File: src/rtl/instruction_memory_arbiter.sv
// instruction_memory_arbiter
//
// Instruction-memory front end shared by the fetch stage and the debug
// module's memory-access path. One access is granted per cycle, and debug
// has priority. Read ownership travels through a tag pipeline that matches
// the RAM latency, so each returned word goes back to its requester. Fetch
// responses carry the 32-bit lane that address bit 2 selects out of a
// 64-bit memory word.
//
// Parameters:
//   DATA_WIDTH         memory word width (32 or 64)
//   ADDR_WIDTH         byte address width
//   INSTRUCTION_WIDTH  instruction width (32)
//   MEM_LATENCY        cycles from read enable to read data (1..4)
//
// Ports:
//   im_clk, im_rst            clock, synchronous active-high reset
//   wdt_reset_i               watchdog flush request
//   fetch_*                   fetch request / grant / registered response
//   debug_mode_valid_i,
//   instr_mem_access_valid,
//   dbg_*                     debug request / grant / registered responses
//   debug_mem_read_data       full read word returned to debug
//   z_im_*                    pipelined instruction RAM interface
//
// Optional feature: ZILLA_IM_WDT_FLUSH_EN. When it is defined, wdt_reset_i
// blocks both grants in the current cycle and clears every in-flight tag.
// When it is not defined, wdt_reset_i is ignored.

module instruction_memory_arbiter #(
    parameter int DATA_WIDTH        = 64,
    parameter int ADDR_WIDTH        = 20,
    parameter int INSTRUCTION_WIDTH = 32,
    parameter int MEM_LATENCY       = 1
) (
    input  logic                         im_clk,
    input  logic                         im_rst,
    input  logic                         wdt_reset_i,
    input  logic                         fetch_req_i,
    input  logic [ADDR_WIDTH-1:0]        fetch_addr_i,
    output logic                         fetch_gnt_o,
    output logic                         fetch_rvalid_o,
    output logic [INSTRUCTION_WIDTH-1:0] instruction_o,
    input  logic                         debug_mode_valid_i,
    input  logic                         instr_mem_access_valid,
    input  logic                         dbg_req_i,
    input  logic                         dbg_we_i,
    input  logic [ADDR_WIDTH-1:0]        dbg_addr_i,
    input  logic [DATA_WIDTH-1:0]        dbg_wdata_i,
    input  logic [DATA_WIDTH/8-1:0]      dbg_strobe_i,
    output logic                         dbg_gnt_o,
    output logic                         dbg_rvalid_o,
    output logic [DATA_WIDTH-1:0]        debug_mem_read_data,
    output logic                         dbg_wack_o,
    output logic                         z_im_write_en_o,
    output logic [ADDR_WIDTH-1:0]        z_im_write_addr_o,
    output logic [DATA_WIDTH-1:0]        z_im_write_data_o,
    output logic [DATA_WIDTH/8-1:0]      z_im_write_data_strobe_o,
    output logic                         z_im_read_en_o,
    output logic [ADDR_WIDTH-1:0]        z_im_read_addr_o,
    input  logic [DATA_WIDTH-1:0]        z_im_read_data_i
);

    logic flush;

`ifdef ZILLA_IM_WDT_FLUSH_EN
    assign flush = wdt_reset_i;
`else
    logic unused_wdt;
    assign flush      = 1'b0;
    assign unused_wdt = wdt_reset_i;
`endif

    logic dbg_grant;
    logic fetch_grant;
    logic dbg_read;
    logic dbg_write;

    // Debug wins any conflict. Fetch is locked out for the whole time the
    // hart is halted, whether or not debug is making a request.
    always_comb begin
        dbg_grant   = debug_mode_valid_i && instr_mem_access_valid && dbg_req_i && !flush;
        fetch_grant = fetch_req_i && !debug_mode_valid_i && !dbg_grant && !flush;
        dbg_write   = dbg_grant && dbg_we_i;
        dbg_read    = dbg_grant && !dbg_we_i;
    end

    assign fetch_gnt_o = fetch_grant;
    assign dbg_gnt_o   = dbg_grant;

    // RAM drive. Any field that is not in use is held at zero.
    always_comb begin
        z_im_write_en_o          = 1'b0;
        z_im_write_addr_o        = '0;
        z_im_write_data_o        = '0;
        z_im_write_data_strobe_o = '0;
        z_im_read_en_o           = 1'b0;
        z_im_read_addr_o         = '0;
        if (dbg_write) begin
            z_im_write_en_o          = 1'b1;
            z_im_write_addr_o        = dbg_addr_i;
            z_im_write_data_o        = dbg_wdata_i;
            z_im_write_data_strobe_o = dbg_strobe_i;
        end
        if (dbg_read) begin
            z_im_read_en_o   = 1'b1;
            z_im_read_addr_o = dbg_addr_i;
        end else if (fetch_grant) begin
            z_im_read_en_o   = 1'b1;
            z_im_read_addr_o = fetch_addr_i;
        end
    end

    // Tag pipeline: stage i describes the read issued i+1 cycles ago. The
    // tail stage lines up with the cycle in which the RAM data is valid.
    logic [MEM_LATENCY-1:0] tag_valid;
    logic [MEM_LATENCY-1:0] tag_owner;
    logic [MEM_LATENCY-1:0] tag_lane;

    always_ff @(posedge im_clk) begin
        if (im_rst || flush) begin
            tag_valid <= '0;
        end else begin
            tag_valid[0] <= z_im_read_en_o;
            for (int unsigned i = 1; i < MEM_LATENCY; i++) begin
                tag_valid[i] <= tag_valid[i-1];
            end
        end
        tag_owner[0] <= dbg_read;
        tag_lane[0]  <= z_im_read_addr_o[2];
        for (int unsigned i = 1; i < MEM_LATENCY; i++) begin
            tag_owner[i] <= tag_owner[i-1];
            tag_lane[i]  <= tag_lane[i-1];
        end
    end

    logic                         tail_valid;
    logic                         tail_owner;
    logic [INSTRUCTION_WIDTH-1:0] lane_word;

    assign tail_valid = tag_valid[MEM_LATENCY-1];
    assign tail_owner = tag_owner[MEM_LATENCY-1];

    // When the memory word is 32 bits wide, both slices select the same
    // bits, so the lane bit has no effect.
    assign lane_word = (DATA_WIDTH == 64 && tag_lane[MEM_LATENCY-1])
                     ? z_im_read_data_i[DATA_WIDTH-1 -: INSTRUCTION_WIDTH]
                     : z_im_read_data_i[INSTRUCTION_WIDTH-1:0];

    always_ff @(posedge im_clk) begin
        if (im_rst) begin
            fetch_rvalid_o      <= 1'b0;
            dbg_rvalid_o        <= 1'b0;
            dbg_wack_o          <= 1'b0;
            instruction_o       <= '0;
            debug_mem_read_data <= '0;
        end else begin
            fetch_rvalid_o <= tail_valid && !tail_owner;
            dbg_rvalid_o   <= tail_valid && tail_owner;
            dbg_wack_o     <= dbg_write;
            if (tail_valid && !tail_owner) begin
                instruction_o <= lane_word;
            end
            if (tail_valid && tail_owner) begin
                debug_mem_read_data <= z_im_read_data_i;
            end
        end
    end

endmodule

File: config.mk
export PLATFORM = sky130hd
export DESIGN_NAME = instruction_memory_arbiter
export DESIGN_NICKNAME = d
export VERILOG_FILES = /design/src/rtl/instruction_memory_arbiter.sv
export SDC_FILE = /design/constraint.sdc
export NUM_CORES = 1
export LEC_CHECK = 0
export CAP_MARGIN = 20
export CORE_AREA = 4 4 151 153
export CTS_BUF_LIST = sky130_fd_sc_hd__clkbuf_2 sky130_fd_sc_hd__clkbuf_4 sky130_fd_sc_hd__clkbuf_8
export DETAILED_ROUTE_END_ITERATION = 10
export DIE_AREA = 0 0 155 157
export PLACE_DENSITY = 0.69
export SETUP_SLACK_MARGIN = 0.2
export SLEW_MARGIN = 20
export SYNTH_ARGS = -nofsm -noshare
export SYNTH_HDL_FRONTEND = slang
export SYNTH_SLANG_ARGS = --single-unit
File: constraint.sdc
create_clock -name im_clk -period 2.5 [get_ports im_clk]
set_clock_uncertainty 0.15 [all_clocks]
set_input_delay 0.25 -clock im_clk [delete_from_list [all_inputs] [get_ports im_clk]]
set_output_delay 0.25 -clock im_clk [all_outputs]
set_load 0.05 [all_outputs]
==> impl_results.md <==
* Number of DRC violations after detailed-routing iteration 0 at 235
* Maximum fanout along the worst path at 23
* Required time worst endpoint at 2.10 ns
* Number of flip-flops and latches in the synthesized netlist at 102
* Hold buffer count at CTS at 0
* Power Density at 382 mW/mm^2
* Achievable frequency at 461 MHz
* Critical Path End Type: output port
* TritonCTS buffer count at 9
* Highest ir drop seen on vdd at 0.261 mV
* Final worst-path cycle share at 0.868
* Detailed-placement wirelength estimate at 20.3 mm
* Die Footprint at 0.0243 mm^2
* Sequential area share after synthesis at 0.405
* Result of the run: finished clean
* Remaining global-route overflow at 0
* Post-layout instance count excluding filler cells at 1230
* I/O pin count at 399
* Total routed wirelength at 24.6 mm
* CTS-repair resized insts at 0
* Buffers inserted during post-CTS setup optimization at 0
* Post-Route Setup TNS at 0 ns
* Number of global-route vias before repair at 5591
* Total power at 0.00406 W
* Min cycle time layout at 2.17 ns
* I/O Buffers at 397
* Kind of critical path: primary input to output port
* Crit path arrival time at 1.77 ns
* Static Leakage at 4.08 nW
* Count of cell types in the netlist at 26
* DRC at 0
* Die X at 155 um
* Setup repair after global routing missed its margin: no
* GR Util All Layers at 0.193
* Number of inserted diodes at 0
* Setup-violating endpoint count in the final report at 0
* Post-synth net total at 758
* Die height at 157 um
* Largest net degree at the start of global routing at 60
* Post-synthesis instance area at 0.00504 mm^2
* Routability-driven placement congestion ratio at 0.920
* First-pass GRT wire length at 35.9 mm
* TritonCTS clock tree: done
* HP Class: primary input to flop
* Element type at the critical path start: primary input
* Via Count at 5570
* Top cell by count, worst path: buf_12
* Final-stage net count at 1129
* Number of max-slew violations in the final report at 0
* Measured slew at the worst slew-check pin at 0.636 ns
* Count of maximum capacitance violations at 0
* Clock root buffer master: clkbuf_8
* Worst path slowest cell: clkdlybuf4s50_1
* Number of nets with antenna violations after detailed routing at 0
* Largest delay contributor family on the critical path: buffers and inverters
* Placed Cells at 1212
* Count of H-tree levels built during CTS at 3
* Clock latency of the later-clocked register in the worst-skew pair at 0.38 ns
* TritonCTS Sinks at 102
* Post-Synthesis Cells at 574
* Effective utilization at floorplan at 0.234
* Synth warnings at 0
* Post-detailed-route wirelength per cell at 20.0 um
* Count of final hold-check violations at 0
* Antenna violations before repair at 0
* Area Overhead vs Synth at 111%
* Buffer levels on the longest clock path at 2
* Share of layout cells above drive strength 1 at 0.239
* First-pass iteration count of the detailed router at 4
* Worst max-slew margin expressed relative to the limit at 0.575
* Worst-path cell chain: clkdlybuf4s50_1, and3_4, nor2b_4, buf_12, a22o_1, buf_12
* Mean instance size in the synthesized netlist at 8.79 um^2
* Via density per instance at 4.53
* Core ar. at 0.0216 mm^2
* Number of placement rows at 54
* Number of buffer and inverter stages on the critical path at 3
* Largest stage delay on the critical path at 0.49 ns
* Clock-pin slew on the worst setup and hold paths at 0.11 ns
-- final timing paths --
check                           slack (ns)                            startpoint  cells after the start                              endpoint
worst max-delay path                  0.33                    debug_mode_valid_i                      6                   z_im_read_addr_o[2]
worst min-delay path                  0.20                                im_rst                      2  debug_mem_read_data[43]$_SDFFE_PP0P_
worst min register to register        0.31  debug_mem_read_data[63]$_SDFFE_PP0P_                      2  debug_mem_read_data[63]$_SDFFE_PP0P_
worst max register to register        0.85                     tag_owner$_DFF_P_                      4  debug_mem_read_data[29]$_SDFFE_PP0P_
-- worst reg2reg max path, cell delays in order, from the launching register on --
cell and delay [ns]:
dfxtp_1 0.36, nand2_2 0.43, buf_4 0.39, nand2_1 0.10, a21oi_1 0.15
-- state kept, by name, indices dropped and copies added (netlist names) --
register             cells
dbg_rvalid_o             1
dbg_wack_o               1
debug_mem_read_data     64
fetch_rvalid_o           1
instruction_o           32
tag_lane                 1
tag_owner                1
tag_valid                1
-- synthesized netlist by cell type --
cell	n	area share
clkbuf_2	6	0.0060
or2_2	1	0.0012
a22o_1	20	0.035
buf_4	6	0.0089
buf_8	2	0.0060
o21ba_1	1	0.0020
nor2_1	33	0.025
buf_6	8	0.018
nand2_1	119	0.089
and2_4	1	0.0017
a211oi_2	17	0.042
nor2b_4	2	0.0055
dfxtp_1	102	0.40
clkbuf_1	18	0.013
and3_1	92	0.11
buf_2	13	0.013
and3_4	1	0.0022
a21oi_2	34	0.059
mux2i_1	32	0.064
a211oi_1	15	0.022
nand2_2	10	0.012
a21oi_1	30	0.030
nor2b_1	3	0.0037
buf_1	2	0.0015
buf_12	5	0.020
and2_1	1	0.0012
-- cell type report --
| type | count | area, um^2 |
|---|---|---|
| multi-input combinational | 412 | 2570 |
| clock inverter | 7 | 95.1 |
| timing repair buffer | 420 | 5450 |
| clock buffer | 9 | 124 |
| sequential | 102 | 2040 |
| tap | 280 | 350 |
| fill | 1966 | 10900 |
-- layer usage --
metal  routed length (um)  vias to the layer above  GRT usage  part of all wire
met5                    0                        -          0                 0
met4                  149                        0     0.0286            0.0061
met3                 1760                       11     0.0514             0.072
met2                12600                      234      0.350              0.51
met1                10100                     2602      0.235              0.41
li1                     -                     2723          -                 -
-- power by group --
| part | internal (W) | switching, W |
|---|---|---|
| sequential | 0.00167 | 0.0000259 |
| clock | 0.000500 | 0.000657 |
| combinational | 0.000598 | 0.000612 |
| total | 0.00276 | 0.00130 |
-- kinds of logic after synthesis --
kind of cell	after synthesis	share of synthesized area
AOI/OAI and AO/OA	117	0.190
DFF	102	0.405
muxes	32	0.0635
and+or+nand+nor	263	0.255
buffers and inverters	60	0.0863
-- stage by stage --
step | hold slack [ns] | instance area [um^2] | setup slack (ns) | utilization
6_report | 0.202 | 10600 | 0.331 | 0.493
5_1_grt | 0.193 | 10600 | 0.254 | 0.493
4_1_cts | 0.170 | 10600 | 0.253 | 0.493
3_5_place_dp | 0.297 | 10400 | 0.267 | 0.482
3_3_place_gp | 0.292 | 10400 | 0.283 | 0.482
2_1_floorplan | 0.227 | 5040 | 0.523 | -
-- cells in the final DEF, fill, tap and decap left out, types with 2 or more instances in the layout --
cell type,n
a211oi_1,15
buf_12,128
nor2_1,33
mux2i_1,32
clkbuf_8,9
inv_8,2
nand2_1,118
buf_4,13
clkdlybuf4s50_1,278
nor2b_1,2
a22o_1,20
nor2b_4,2
a211oi_2,17
dfxtp_1,101
and3_1,92
a21oi_1,30
inv_6,2
nand2_2,11
a21oi_2,34
Note: power is estimated with default switching activity, not from simulation.
